## config.mk

```make
export PLATFORM = sky130hd
export DESIGN_NAME = regbank_access_arbiter
export DESIGN_NICKNAME = d
export VERILOG_FILES = /design/src/rtl/regbank_pkg.sv /design/src/rtl/regbank_arb_prio.sv /design/src/rtl/regbank_access_arbiter.sv
export SDC_FILE = /design/constraint.sdc
export NUM_CORES = 1
export LEC_CHECK = 0
export ABC_AREA = 1
export CAP_MARGIN = 10
export CORE_MARGIN = 3
export CORE_UTILIZATION = 51
export DETAILED_ROUTE_END_ITERATION = 8
export DONT_BUFFER_PORTS = 1
export PLACE_DENSITY = 0.7
export SLEW_MARGIN = 20
export SYNTH_ARGS = -nofsm -noshare
export SYNTH_HDL_FRONTEND = slang
export SYNTH_SLANG_ARGS = --single-unit
```

## constraint.sdc

```tcl
create_clock -name clk -period 1.62 [get_ports clk]
set_input_delay 0.324 -clock clk [delete_from_list [all_inputs] [get_ports clk]]
set_output_delay 0.324 -clock clk [all_outputs]
set_load 0.1 [all_outputs]
```

## src/rtl/regbank_pkg.sv

```systemverilog
// ---------------------------------------------------------------------------
// regbank_pkg
// Shared definitions for the register-bank access arbiter:
//   REG_W / DATA_W : register index and data widths of the bank
//   PC_REG         : index of the register that mirrors the bank's pcIn
//   state_e        : access FSM states (3-bit encoding)
//   GNT_*          : grant codes produced by the priority selector
// ---------------------------------------------------------------------------
package regbank_pkg;

  localparam int REG_W  = 4;
  localparam int DATA_W = 32;

  localparam logic [REG_W-1:0] PC_REG = 4'd15;

  typedef enum logic [2:0] {
    ST_IDLE     = 3'd0,
    ST_WR_SETUP = 3'd1,
    ST_WR_HOLD  = 3'd2,
    ST_RD_ISSUE = 3'd3,
    ST_RD_WAIT  = 3'd4,
    ST_PC_UPD   = 3'd5
  } state_e;

  localparam logic [1:0] GNT_NONE = 2'd0;
  localparam logic [1:0] GNT_WB   = 2'd1;
  localparam logic [1:0] GNT_PC   = 2'd2;
  localparam logic [1:0] GNT_DEC  = 2'd3;

endpackage

```

## src/rtl/regbank_arb_prio.sv

```systemverilog
// ---------------------------------------------------------------------------
// regbank_arb_prio
// Combinational grant select for the three requesters plus the decoder
// starvation counter. Priority is wb > pc > dec, except that a decoder which
// has lost MAX_WAIT consecutive arbitrations is granted first.
// Ports:
//   clk, rst_n  : clock, asynchronous active-low reset
//   arb_valid   : 1 when the arbiter may grant this cycle (FSM idle)
//   wb_req      : writeback request
//   pc_req      : fetch PC-update request
//   dec_req     : decoder read request
//   grant       : GNT_NONE / GNT_WB / GNT_PC / GNT_DEC
// ---------------------------------------------------------------------------
module regbank_arb_prio
  import regbank_pkg::*;
#(
  parameter int MAX_WAIT = 4
) (
  input  logic       clk,
  input  logic       rst_n,
  input  logic       arb_valid,
  input  logic       wb_req,
  input  logic       pc_req,
  input  logic       dec_req,
  output logic [1:0] grant
);

  localparam int WAIT_W = (MAX_WAIT < 1) ? 1 : $clog2(MAX_WAIT + 1);
  localparam logic [WAIT_W-1:0] WAIT_MAX = WAIT_W'(MAX_WAIT);

  logic [WAIT_W-1:0] wait_q;
  logic [WAIT_W-1:0] wait_d;
  logic              starved;

  always_comb begin
    starved = (wait_q == WAIT_MAX);
    grant   = GNT_NONE;
    if (arb_valid) begin
      if (dec_req && starved) begin
        grant = GNT_DEC;
      end else if (wb_req) begin
        grant = GNT_WB;
      end else if (pc_req) begin
        grant = GNT_PC;
      end else if (dec_req) begin
        grant = GNT_DEC;
      end
    end
  end

  // Only arbitration cycles with the decoder waiting count as a loss;
  // the count saturates so the forced grant stays armed.
  always_comb begin
    wait_d = wait_q;
    if (arb_valid && dec_req) begin
      if (grant == GNT_DEC) begin
        wait_d = '0;
      end else if (!starved) begin
        wait_d = wait_q + 1'b1;
      end
    end
  end

  always_ff @(posedge clk or negedge rst_n) begin
    if (!rst_n) begin
      wait_q <= '0;
    end else begin
      wait_q <= wait_d;
    end
  end

endmodule

```

## src/rtl/regbank_access_arbiter.sv

```systemverilog
// ---------------------------------------------------------------------------
// regbank_access_arbiter
// Shares the single-ported register bank between writeback (write), decoder
// (read) and fetch (PC update). Level req/ack handshakes are converted into
// the bank's toggle triggers; one access is in flight at a time.
// Ports:
//   clk, rst_n              : clock, asynchronous active-low reset
//   dec_req/dec_addr        : decoder read request and register index
//   dec_ack/dec_data        : 1-cycle ack pulse with registered read data
//   wb_req/wb_addr/wb_data  : writeback write request
//   wb_ack                  : 1-cycle pulse once the write is in the bank
//   pc_req/pc_data, pc_ack  : fetch PC update request and ack pulse
//   rb_trig_r / rb_trig_w   : bank read / write triggers (each toggle = 1 op)
//   rb_addr_r / rb_addr_w   : bank read / write address (held when unused)
//   rb_data_w               : bank write data (held when unused)
//   rb_pc                   : bank pcIn level
//   rb_ready / rb_data_r    : bank readyOut and dataOut
//   busy                    : 1 whenever the FSM is not idle
// ---------------------------------------------------------------------------
module regbank_access_arbiter
  import regbank_pkg::*;
#(
  parameter int RD_LAT   = 2,
  parameter int WR_HOLD  = 1,
  parameter int MAX_WAIT = 4
) (
  input  logic              clk,
  input  logic              rst_n,
  input  logic              dec_req,
  input  logic [REG_W-1:0]  dec_addr,
  output logic              dec_ack,
  output logic [DATA_W-1:0] dec_data,
  input  logic              wb_req,
  input  logic [REG_W-1:0]  wb_addr,
  input  logic [DATA_W-1:0] wb_data,
  output logic              wb_ack,
  input  logic              pc_req,
  input  logic [DATA_W-1:0] pc_data,
  output logic              pc_ack,
  output logic              rb_trig_r,
  output logic              rb_trig_w,
  output logic [REG_W-1:0]  rb_addr_r,
  output logic [REG_W-1:0]  rb_addr_w,
  output logic [DATA_W-1:0] rb_data_w,
  output logic [DATA_W-1:0] rb_pc,
  input  logic              rb_ready,
  input  logic [DATA_W-1:0] rb_data_r,
  output logic              busy
);

  localparam logic [7:0] RD_LAST = 8'(RD_LAT - 1);
  localparam logic [7:0] WR_LAST = 8'(WR_HOLD - 1);

  state_e            state_q, state_d;
  logic [7:0]        cnt_q, cnt_d;
  logic              trig_r_q, trig_r_d;
  logic              trig_w_q, trig_w_d;
  logic [REG_W-1:0]  addr_r_q, addr_r_d;
  logic [REG_W-1:0]  addr_w_q, addr_w_d;
  logic [DATA_W-1:0] data_w_q, data_w_d;
  logic [DATA_W-1:0] pc_q, pc_d;
  logic [DATA_W-1:0] dec_data_q, dec_data_d;
  logic              dec_ack_q, dec_ack_d;
  logic              wb_ack_q, wb_ack_d;
  logic              pc_ack_q, pc_ack_d;
  logic              rst_sync_q;
  logic              arb_valid;
  logic [1:0]        grant;

  // Arbitration is held off for the first clock after reset release so the
  // first grant happens on a clean, synchronous edge.
  assign arb_valid = (state_q == ST_IDLE) && rst_sync_q;

  regbank_arb_prio #(
    .MAX_WAIT (MAX_WAIT)
  ) u_prio (
    .clk       (clk),
    .rst_n     (rst_n),
    .arb_valid (arb_valid),
    .wb_req    (wb_req),
    .pc_req    (pc_req),
    .dec_req   (dec_req),
    .grant     (grant)
  );

  // Every ack is raised while the FSM is still busy; the following cycle is
  // the idle arbitration cycle. A requester that drops its req on seeing the
  // ack is therefore never granted twice for one request.
  always_comb begin
    state_d    = state_q;
    cnt_d      = cnt_q;
    trig_r_d   = trig_r_q;
    trig_w_d   = trig_w_q;
    addr_r_d   = addr_r_q;
    addr_w_d   = addr_w_q;
    data_w_d   = data_w_q;
    pc_d       = pc_q;
    dec_data_d = dec_data_q;
    dec_ack_d  = 1'b0;
    wb_ack_d   = 1'b0;
    pc_ack_d   = 1'b0;

    case (state_q)
      ST_IDLE: begin
        cnt_d = '0;
        case (grant)
          GNT_WB: begin
            addr_w_d = wb_addr;
            data_w_d = wb_data;
            state_d  = ST_WR_SETUP;
          end
          GNT_PC: begin
            pc_d     = pc_data;
            pc_ack_d = 1'b1;
            state_d  = ST_PC_UPD;
          end
          GNT_DEC: begin
            addr_r_d = dec_addr;
            state_d  = ST_RD_ISSUE;
          end
          default: ;
        endcase
      end

      ST_WR_SETUP: begin
        // addr/data have been stable for a full cycle before this toggle
        trig_w_d = ~trig_w_q;
        cnt_d    = '0;
        state_d  = ST_WR_HOLD;
      end

      ST_WR_HOLD: begin
        if (wb_ack_q) begin
          state_d = ST_IDLE;
        end else if (cnt_q == WR_LAST) begin
          wb_ack_d = 1'b1;
        end else begin
          cnt_d = cnt_q + 8'd1;
        end
      end

      ST_RD_ISSUE: begin
        trig_r_d = ~trig_r_q;
        cnt_d    = '0;
        state_d  = ST_RD_WAIT;
      end

      ST_RD_WAIT: begin
        // No timeout: a bank that never signals ready stalls here forever.
        if (dec_ack_q) begin
          state_d = ST_IDLE;
        end else if (cnt_q != RD_LAST) begin
          cnt_d = cnt_q + 8'd1;
        end else if (rb_ready) begin
          dec_data_d = rb_data_r;
          dec_ack_d  = 1'b1;
        end
      end

      ST_PC_UPD: begin
        state_d = ST_IDLE;
      end

      default: begin
        state_d = ST_IDLE;
      end
    endcase
  end

  always_ff @(posedge clk or negedge rst_n) begin
    if (!rst_n) begin
      state_q    <= ST_IDLE;
      cnt_q      <= '0;
      trig_r_q   <= 1'b0;
      trig_w_q   <= 1'b0;
      addr_r_q   <= '0;
      addr_w_q   <= '0;
      data_w_q   <= '0;
      pc_q       <= '0;
      dec_data_q <= '0;
      dec_ack_q  <= 1'b0;
      wb_ack_q   <= 1'b0;
      pc_ack_q   <= 1'b0;
      rst_sync_q <= 1'b0;
    end else begin
      state_q    <= state_d;
      cnt_q      <= cnt_d;
      trig_r_q   <= trig_r_d;
      trig_w_q   <= trig_w_d;
      addr_r_q   <= addr_r_d;
      addr_w_q   <= addr_w_d;
      data_w_q   <= data_w_d;
      pc_q       <= pc_d;
      dec_data_q <= dec_data_d;
      dec_ack_q  <= dec_ack_d;
      wb_ack_q   <= wb_ack_d;
      pc_ack_q   <= pc_ack_d;
      rst_sync_q <= 1'b1;
    end
  end

  assign dec_ack   = dec_ack_q;
  assign dec_data  = dec_data_q;
  assign wb_ack    = wb_ack_q;
  assign pc_ack    = pc_ack_q;
  assign rb_trig_r = trig_r_q;
  assign rb_trig_w = trig_w_q;
  assign rb_addr_r = addr_r_q;
  assign rb_addr_w = addr_w_q;
  assign rb_data_w = data_w_q;
  assign rb_pc     = pc_q;
  assign busy      = (state_q != ST_IDLE);

endmodule

```

# --- Yosys cells after proc, flatten, opt, wreduce, memory -nomap -nowiden ---
# Cells that the tools add are included.
classes:
  addsub: 2
  eq_ne: 17
  n_mux: 25
  bitwise: 4
  n_reduce_logical: 15
op_table:
  columns: ["operator", "count"]
  rows:
  - ["$mux 8", 4]
  - ["$pmux 8 s3", 1]
  - ["$pmux 3 s5", 1]
  - ["$ne 2x2->1 const B", 7]
  - ["$mux 3", 4]
  - ["$mux 2", 5]
  - ["$mux 1", 9]
  - ["$pmux 3 s3", 1]
  - ["$add 8x1->8 const B", 1]
  - ["$logic_not 8->1", 1]
  - ["$ne 8x1->1 const B", 1]
  - ["$reduce_and 2->1", 4]
  - ["$eq 3x2->1 const B", 2]
  - ["$eq 3x3->1 const B", 2]
  - ["$reduce_bool 3->1", 2]
  - ["$reduce_and 5->1", 1]
  - ["$eq 2x2->1 const B", 2]
  - ["$ne 4x1->1 const B", 1]
  - ["$not 1->1", 4]
  - ["$reduce_and 4->1", 1]
  - ["$add 3x1->3 const B", 1]
  - ["$eq 3x1->1 const B", 1]
  - ["$logic_and 1x1->1", 3]
  - ["$logic_not 3->1", 1]
  - ["3 further kinds", 3]
word_totals:
  reg_bits: 124
  inputBits: 110
  out_inout_bits: 110
  word_cells: 77

# --- Longest topological paths before layout ---
# Gate-level depths: netlist (run 1).
logic_depth:
  word_depth: 8
  depth_mapped: 11
  ltp_nobuf: 10

# --- Cells and area by module ---
# Synthesis (run 1) repeated with hierarchy kept, for this count alone.
hier_totals:
  cells_unflattened: 517
  hier_area_um2: 5252.5
modules_own_cells:
  columns: ["mod", "n_inst", "cells_per_inst", "area_per_inst_um2", "seq_area_each_um2"]
  rows:
  - ["regbank_access_arbiter", 1, 485, 5026.1, 3027.9]
  - ["regbank_arb_prio", 1, 32, 226.5, 75.1]

# --- Least setup slack after synthesis (run 1) ---
# No wires, ideal clock.
synth_timing:
  kind: "reg2reg"
  from: "reg dec_ack_q, in the netlist dec_ack"
  to: "reg dec_data_q[10], in the netlist dec_data[10]"
  t_arrival_ps: 1538
  required_time_ps: 1500
  setup_slack_ps: -38
  stages_incl_launch_ff: 7
  path_buffers: 1
  cell_sequence: "dfrtp_1 > nor3_2 > nand3_2 > clkinv_2 > buf_6 > nand2_1 > nand2_1"
synth_between:
  elab_chain_cells: 2
synth_lines:
  columns: ["item", "line_no", "source"]
  rows:
  - ["from (decl)", "regbank_access_arbiter.sv:63", "logic dec_ack_q, dec_ack_d;"]
  - ["from (signal assigned)", "regbank_access_arbiter.sv:195", "dec_ack_q <= dec_ack_d;"]
  - ["$not 1->1 (no source line)", null, null]
  - ["$reduce_and 4->1 (no source line)", null, null]
  - ["to (signal assigned)", "regbank_access_arbiter.sv:194", "dec_data_q <= dec_data_d;"]
  - ["to (decl)", "regbank_access_arbiter.sv:62", "logic [DATA_W-1:0] dec_data_q, dec_data_d;"]
# No other way between the ends.
# A chain may end at the register's enable or synchronous reset.

# --- Final worst setup path (run 1) ---
layout_timing:
  from: "reg cnt_q[0]"
  to: "reg dec_data_q[15], in the netlist dec_data[15]"
layout_between:
  elab_chain_cells: 3
layout_lines:
  columns: ["item", "line_no", "source"]
  rows:
  - ["from (decl)", "regbank_access_arbiter.sv:55", "logic [7:0] cnt_q, cnt_d;"]
  - ["from (signal assigned)", "regbank_access_arbiter.sv:187", "cnt_q <= cnt_d;"]
  - ["$ne 8x1->1", "regbank_access_arbiter.sv:152", "end else if (cnt_q != RD_LAST) begin"]
  - ["$not 1->1 (no source line)", null, null]
  - ["$reduce_and 4->1 (no source line)", null, null]
# No other way between the ends.

==> metrics.txt, run 1 <==
# TYPE chip_impl_metric gauge
chip_impl_info{name="status",value="finished with violations"} 1
chip_impl_info{name="failed_checks",value="negative hold slack, negative setup slack"} 1
chip_impl_info{name="cts.root.buffer_cell",value="sky130_fd_sc_hd__clkbuf_8"} 1
chip_impl_metric{name="yosys.area.top_type_share",unit=""} 0.587
chip_impl_info{name="crit_top_cell",value="sky130_fd_sc_hd__nand2_1"} 1
chip_impl_metric{name="die_h",unit="um"} 108
chip_impl_metric{name="design.final.nets",unit=""} 952
chip_impl_info{name="hp-class",value="input port to async pin"} 1
chip_impl_metric{name="dp.final_hpwl",unit="mm"} 9.09
chip_impl_info{name="timing.critical_path.from_type",value="register"} 1
chip_impl_metric{name="pre_cts_slack",unit="ns"} 0.0104
chip_impl_metric{name="finalHoldViolations",unit=""} 124
chip_impl_metric{name="post_drt_wl_per_cell",unit="um"} 18.2
chip_impl_metric{name="critical_path_peak_fanout",unit=""} 8
chip_impl_metric{name="initial_utilization",unit=""} 0.534
chip_impl_metric{name="numClockSinks",unit=""} 124
chip_impl_metric{name="layout.filler_cells",unit=""} 506
chip_impl_info{name="timing.critical_path.cells",value="ha_1 > nand2_1 > nor2_2 > nand3_4 > inv_8 > clkbuf_16 > nand2_1 > nand2_1"} 1
chip_impl_metric{name="yosys_warnings",unit=""} 0
chip_impl_metric{name="htree_num_levels",unit=""} 4
chip_impl_metric{name="via_count",unit=""} 5213
chip_impl_metric{name="grt_max_degree",unit=""} 125
chip_impl_info{name="mostFrequentLayoutCell",value="sky130_fd_sc_hd__nand2_1"} 1
chip_impl_metric{name="setup_viol_count_final",unit=""} 4
chip_impl_metric{name="drt-vias-per-instance",unit=""} 5.28
chip_impl_info{name="yosysTopAreaCell",value="sky130_fd_sc_hd__dfrtp_1"} 1
chip_impl_metric{name="ys_seq_area_frac",unit=""} 0.587
chip_impl_metric{name="max_freq",unit="GHz"} 0.606
chip_impl_metric{name="clk_latency",unit="ns"} 0.52
chip_impl_metric{name="worst_path_required_time",unit="ns"} 2.07
chip_impl_info{name="critical_path.slowest_cell",value="sky130_fd_sc_hd__dfrtp_1"} 1
chip_impl_metric{name="ant_nets",unit=""} 0
chip_impl_metric{name="first_pass_iters",unit=""} 5
chip_impl_metric{name="clock_tree.buffer_depth",unit=""} 2
chip_impl_metric{name="numPortBuffers",unit=""} 0
chip_impl_info{name="layout.cells.most_common_list",value="sky130_fd_sc_hd__nand2_1 (302), sky130_fd_sc_hd__dfrtp_1 (122), sky130_fd_sc_hd__buf_4 (120)"} 1
chip_impl_metric{name="cp.arrival",unit="ns"} 2.10
chip_impl_info{name="setup.worst_path.class",value="register to register"} 1
chip_impl_metric{name="timing.final.max_slew_violations",unit=""} 0
chip_impl_metric{name="clk_pin_slew_worst_paths",unit="ns"} 0.06
chip_impl_metric{name="syn_area",unit="um^2"} 5290
chip_impl_metric{name="fin_worst_skew",unit="ns"} 0.0105
chip_impl_metric{name="floorplan.core_area",unit="um^2"} 9910
chip_impl_metric{name="syn2layout_area_growth",unit="%"} 55.6
chip_impl_metric{name="ios",unit=""} 220
chip_impl_info{name="end_kind",value="register"} 1
chip_impl_metric{name="cts_hold_repair.buffers",unit=""} 104
chip_impl_metric{name="layout-drive-gt1-share",unit=""} 0.251
chip_impl_metric{name="chipWidth",unit="um"} 108
chip_impl_metric{name="routed_wirelength",unit="mm"} 18.0
chip_impl_metric{name="cp_bufs_invs",unit=""} 2
chip_impl_metric{name="finalCoreUtilization",unit=""} 0.831
chip_impl_metric{name="cts_buffers",unit=""} 17
chip_impl_metric{name="layout_setup_ws",unit="ns"} -0.0299
chip_impl_metric{name="row_count",unit=""} 36
chip_impl_metric{name="grt-ovfl-total",unit=""} 0
chip_impl_info{name="crit_family",value="simple AND/OR/NAND/NOR gates"} 1
chip_impl_metric{name="grt_antenna_before_repair",unit=""} 1
chip_impl_metric{name="detailedRoute.firstIterationViolations",unit=""} 406
chip_impl_metric{name="timing.hold.ws",unit="ns"} -0.492
chip_impl_metric{name="crit_path_max_incr_delay",unit="ns"} 0.45
chip_impl_metric{name="max_cap_viol_count",unit=""} 0
chip_impl_metric{name="fp.dieArea",unit="um^2"} 11600
chip_impl_metric{name="grt.total_usage",unit=""} 0.296
chip_impl_metric{name="place.gp.congestion",unit=""} 0.899
chip_impl_metric{name="netlist_instances",unit=""} 598
chip_impl_info{name="post_synth_main_area_contributors",value="sky130_fd_sc_hd__dfrtp_1 (59%), sky130_fd_sc_hd__nand2_1 (22%), sky130_fd_sc_hd__nand3_1 (5.2%)"} 1
chip_impl_metric{name="synth_seq_cells",unit=""} 124
chip_impl_metric{name="netlist-cell-type-count",unit=""} 29
chip_impl_metric{name="timing.final.crit_period",unit="ns"} 1.65
chip_impl_metric{name="syn_area_per_cell",unit="um^2"} 8.84
chip_impl_info{name="tritoncts_clock_tree",value="built"} 1
chip_impl_metric{name="final_cycle_utilization_of_the_critical_path",unit=""} 1.02
chip_impl_metric{name="synthesis.nets",unit=""} 713
chip_impl_metric{name="drt_drc_violations_left",unit=""} 0
chip_impl_metric{name="grt_pass1_vias",unit=""} 5399
chip_impl_info{name="grt_setup_unrepaired",value="true"} 1
chip_impl_metric{name="grt_pass1_wl",unit="mm"} 26.3
[worst reg2reg max path, delay by kind of cell, from the launching register on]
kind                       cells  cell delay, ns
buffers and inverters          2            0.30
DFF                            1            0.45
and+or+nand+nor                5            0.66
adders and majority gates      1            0.18
[kinds of logic (layout without fill, tap and decap cells)]
family / Yosys count / count (layout) / share of synthesized area
flip-flops: 124 / 124 / 0.587
other: 1 / 5 / 0.000709
AO/OA/AOI/OAI: 8 / 8 / 0.00875
AND/OR/NAND/NOR: 406 / 407 / 0.322
buffers and inverters: 48 / 299 / 0.0596
XOR/XNOR: 6 / 6 / 0.00994
adder cells (fa/ha/maj): 5 / 5 / 0.0118
[state kept, by name, summed over array words and instances (netlist names)]
name and count:
dec_data 32, rb_data_w 32, rb_pc 32, cnt_q 8, rb_addr_r 4, rb_addr_w 4
state_q 3, u_prio.wait_q 3, dec_ack 1, pc_ack 1, rb_trig_r 1, rb_trig_w 1
rst_sync_q 1, wb_ack 1
[worst paths after layout]
check | endpoint | startpoint | depth (start not counted) | slack (ns)
max | dec_data[15] | cnt_q[0] | 8 | -0.03
min | cnt_q[2] | rst_n | 0 | -0.49
max reg2reg | dec_data[15] | cnt_q[0] | 8 | -0.03
min reg2reg | rb_data_w[23] | rb_data_w[23] | 2 | 0.47
max in group asynchronous | wb_ack | rst_n | 0 | 1.91
min in group clk | u_prio.wait_q[2] | dec_req | 3 | 0.07
[cell type report]
class,count,area (um^2),area share
timing repair buffer,241,2240,0.273
inverter,26,126,0.0154
clock buffer,20,455,0.0553
antenna,4,10.0,0.00122
tap,133,166,0.0202
multi-input combinational,427,1980,0.241
clock inverter,12,138,0.0167
sequential,124,3110,0.377
[cells in the mapped netlist]
cell type,number
sky130_fd_sc_hd__buf_6,10
sky130_fd_sc_hd__nand2_2,10
sky130_fd_sc_hd__nor2_1,21
sky130_fd_sc_hd__ha_1,5
sky130_fd_sc_hd__o21ai_0,5
sky130_fd_sc_hd__buf_2,4
sky130_fd_sc_hd__nor2_8,1
sky130_fd_sc_hd__clkinv_4,1
sky130_fd_sc_hd__xor2_1,2
sky130_fd_sc_hd__inv_6,1
sky130_fd_sc_hd__o21bai_1,1
sky130_fd_sc_hd__inv_1,22
sky130_fd_sc_hd__nor2_4,1
sky130_fd_sc_hd__buf_4,7
sky130_fd_sc_hd__nor3_2,1
sky130_fd_sc_hd__conb_1,1
sky130_fd_sc_hd__nand3_1,55
sky130_fd_sc_hd__nor3_1,1
sky130_fd_sc_hd__nand3b_1,1
sky130_fd_sc_hd__xnor2_1,4
sky130_fd_sc_hd__dfrtp_1,124
sky130_fd_sc_hd__nand2_4,5
sky130_fd_sc_hd__nor2_2,1
sky130_fd_sc_hd__a21oi_1,1
sky130_fd_sc_hd__o21ai_2,1
sky130_fd_sc_hd__nand2_1,307
sky130_fd_sc_hd__buf_12,1
sky130_fd_sc_hd__nand3_2,2
sky130_fd_sc_hd__clkinv_2,2
[stage by stage]
step / cells / TNS (ns) / cell area (um^2)
global placement: 837 / 0 / 6250
finish: 987 / -0.0688 / 8230
CTS: 975 / -0.0588 / 7930
floorplan: 598 / 0 / 5300
detailed placement: 837 / 0 / 6250
global route: 984 / -4.55 / 8220
[metal layers]
| layer | vias up | track usage | part of all wire |
|---|---|---|---|
| li1 | 2337 | - | - |
| met1 | 2480 | 0.314 | 0.34 |
| met2 | 329 | 0.534 | 0.54 |
| met3 | 67 | 0.0984 | 0.086 |
| met4 | 0 | 0.127 | 0.038 |
| met5 | - | 0 | 0 |
[what timing repair did]
action | in CTS | in global routing
resized for setup | 8 | 39
endpoints found under the setup margin | 2 | 117
pin swaps | 2 | 5
gates cloned | 0 | 4
endpoints found under the hold margin | 228 | 124
buffers inserted | 2 | 4
Power of run 1 is not shown: default switching activity piles up to over one toggle a cycle in this logic, so the estimate is an artifact.
==> run 2, diff against run 1 <==
--- a/config.mk
+++ b/config.mk
@@ -7,11 +7,13 @@
 export LEC_CHECK = 0
 export ABC_AREA = 1
 export CAP_MARGIN = 10
+export CELL_PAD_IN_SITES_DETAIL_PLACEMENT = 0
+export CELL_PAD_IN_SITES_GLOBAL_PLACEMENT = 1
 export CORE_MARGIN = 3
-export CORE_UTILIZATION = 51
+export CORE_UTILIZATION = 45
 export DETAILED_ROUTE_END_ITERATION = 8
 export DONT_BUFFER_PORTS = 1
-export PLACE_DENSITY = 0.7
+export PLACE_DENSITY = 0.82
 export SLEW_MARGIN = 20
 export SYNTH_ARGS = -nofsm -noshare
 export SYNTH_HDL_FRONTEND = slang
==> run 2 against run 1 <==
Net effect:
- worst hold slack better by 0.10 ns
- clock skew shrank 0.0031 ns
- sequential share of layout area is 6.8 points higher
- the flow finishes with violations (negative hold slack)
- global-route usage fell by 9.5 points
- core utilization decreased by 21 points
- register-to-register slack gained 0.11 ns
- final area down 15%
- count of clock-buffer cells in the layout rose by 4
==> metrics.txt, run 2 (synthesis gave the netlist of run 1 again) <==
# TYPE chip_impl_metric gauge
chip_impl_info{name="layout.cells.most_common_list",value="sky130_fd_sc_hd__nand2_1 (307), sky130_fd_sc_hd__buf_4 (124), sky130_fd_sc_hd__dfrtp_1 (122)"} 1
chip_impl_metric{name="numPortBuffers",unit=""} 0
chip_impl_metric{name="dp.final_hpwl",unit="mm"} 9.33
chip_impl_metric{name="setup_viol_count_final",unit=""} 0
chip_impl_info{name="reg2reg_from",value="u_prio.wait_q[0]"} 1
chip_impl_info{name="endpoint",value="busy"} 1
chip_impl_metric{name="max_freq",unit="GHz"} 0.629
chip_impl_info{name="setup.worst_path.class",value="register to output pin"} 1
chip_impl_metric{name="fin_worst_skew",unit="ns"} 0.00738
chip_impl_metric{name="via_count",unit=""} 4265
chip_impl_metric{name="clk_pin_slew_worst_paths",unit="ns"} 0.05
chip_impl_metric{name="cts_buffers",unit=""} 17
chip_impl_metric{name="chipWidth",unit="um"} 114
chip_impl_metric{name="ios",unit=""} 220
chip_impl_info{name="status",value="finished with violations"} 1
chip_impl_info{name="failed_checks",value="negative hold slack"} 1
chip_impl_metric{name="ant_nets",unit=""} 0
chip_impl_metric{name="row_count",unit=""} 38
chip_impl_metric{name="worst_path_required_time",unit="ns"} 1.30
chip_impl_metric{name="post_drt_wl_per_cell",unit="um"} 14.6
chip_impl_metric{name="finalHoldViolations",unit=""} 124
chip_impl_info{name="grt_setup_unrepaired",value="true"} 1
chip_impl_info{name="tritoncts_clock_tree",value="built"} 1
chip_impl_metric{name="timing.final.max_slew_violations",unit=""} 0
chip_impl_info{name="cts.root.buffer_cell",value="sky130_fd_sc_hd__clkbuf_16"} 1
chip_impl_metric{name="ff2ff_path_depth",unit=""} 9
chip_impl_metric{name="critical_path_peak_fanout",unit=""} 3
chip_impl_metric{name="numClockSinks",unit=""} 124
chip_impl_metric{name="detailedRoute.firstIterationViolations",unit=""} 263
chip_impl_metric{name="htree_num_levels",unit=""} 4
chip_impl_metric{name="cp.arrival",unit="ns"} 1.27
chip_impl_info{name="capturing_point_of_the_worst_reg2reg_path",value="rb_pc[20]"} 1
chip_impl_metric{name="first_pass_iters",unit=""} 4
chip_impl_metric{name="layout_setup_ws",unit="ns"} 0.0291
chip_impl_info{name="hp-class",value="input port to async pin"} 1
chip_impl_info{name="timing.critical_path.from_type",value="register"} 1
chip_impl_metric{name="place.detailed.instances",unit=""} 846
chip_impl_metric{name="grt_max_degree",unit=""} 125
chip_impl_info{name="critPathLaunch",value="state_q[1]"} 1
chip_impl_metric{name="routed_wirelength",unit="mm"} 12.8
chip_impl_metric{name="drt-vias-per-instance",unit=""} 4.86
chip_impl_metric{name="fp.dieArea",unit="um^2"} 13100
chip_impl_metric{name="final_cycle_utilization_of_the_critical_path",unit=""} 0.982
chip_impl_metric{name="die_h",unit="um"} 114
chip_impl_metric{name="grt-ovfl-total",unit=""} 0
chip_impl_info{name="mostFrequentLayoutCell",value="sky130_fd_sc_hd__nand2_1"} 1
chip_impl_metric{name="max_cap_viol_count",unit=""} 0
chip_impl_metric{name="grt_pass1_vias",unit=""} 4270
chip_impl_metric{name="syn2layout_area_growth",unit="%"} 31.8
chip_impl_metric{name="drt_drc_violations_left",unit=""} 0
chip_impl_metric{name="floorplan.core_area",unit="um^2"} 11200
chip_impl_metric{name="timing.final.crit_period",unit="ns"} 1.59
chip_impl_metric{name="reg2reg_setup_slack",unit="ns"} 0.08
chip_impl_metric{name="layout-drive-gt1-share",unit=""} 0.257
chip_impl_metric{name="grt_antenna_before_repair",unit=""} 0
chip_impl_metric{name="pre_cts_slack",unit="ns"} 0.0111
chip_impl_metric{name="grt_pass1_wl",unit="mm"} 20.6
chip_impl_metric{name="design.final.nets",unit=""} 841
chip_impl_metric{name="timing.hold.ws",unit="ns"} -0.391
chip_impl_metric{name="stdcell_count",unit=""} 878
chip_impl_metric{name="grt.total_usage",unit=""} 0.202
chip_impl_metric{name="initial_utilization",unit=""} 0.473
chip_impl_metric{name="clock_tree.buffer_depth",unit=""} 2
chip_impl_metric{name="place.gp.congestion",unit=""} 0.827
chip_impl_metric{name="n_antenna_cell",unit=""} 0
chip_impl_metric{name="clk_latency",unit="ns"} 0.41
chip_impl_info{name="end_kind",value="output pin"} 1
chip_impl_metric{name="finalCoreUtilization",unit=""} 0.624
## run 2: cell count changes in the layout (fill, tap and decap cells not counted), sizes merged
cell,delta
dlygate4sd3,-104
inv,-3
diode,-4
nand2,-1
clkinv,+2
clkinvlp,-5
bufinv,+1
clkbuf,+1
buf,-3
## run 2: repair_timing
item                                    CTS  global route
pin swaps                                 1             4
gates resized for setup                   5             8
setup buffers                             0             1
endpoints found under the setup margin    3            75
hold endpoints to repair                124           124
## run 2: layout make-up
type                    instances  area (um^2)
clock inverters                 7          110
clock buffers                  24          502
repair buffers                131         1060
well taps                     140          175
fillers                       955         4200
flip-flops and latches        124         3110
multi-input cells             426         1900
inverters                      26          113
## run 2: how the worst min path moves through the flow
stage	to	cells after the start	slack, ns
global route	rb_data_w[1]	0	-0.42
detailed placement	cnt_q[5]	0	0.03
global placement	cnt_q[5]	0	0.03
floorplan	cnt_q[0]	0	0.03
CTS	cnt_q[5]	0	-0.41
finish	cnt_q[5]	0	-0.39
## run 2: routing by layer
metal  vias up  GRT usage  wire length [um]  part of all wire
li1       2099          -                 -                 -
met1      1966      0.226              4740              0.37
met2       176      0.333              6480              0.50
met3        24     0.0936              1360              0.11
met4         0     0.0808               271             0.021
met5         -          0                 0                 0
## run 2: worst max-delay path, cell delays in order, from the launching register on
cell and delay [ns]:
sky130_fd_sc_hd__dfrtp_1 0.40, sky130_fd_sc_hd__nor2_4 0.19, sky130_fd_sc_hd__nand2_8 0.09, sky130_fd_sc_hd__buf_12 0.17
## run 2: stage by stage
stage | setup TNS [ns] | area (um^2)
final | 0 | 6970
after global routing | -0.335 | 6970
after CTS | -0.00323 | 6930
after detailed placement | 0 | 6300
after global placement | 0 | 6300
after floorplan | 0 | 5300
Power of run 2 is left out for the same reason.
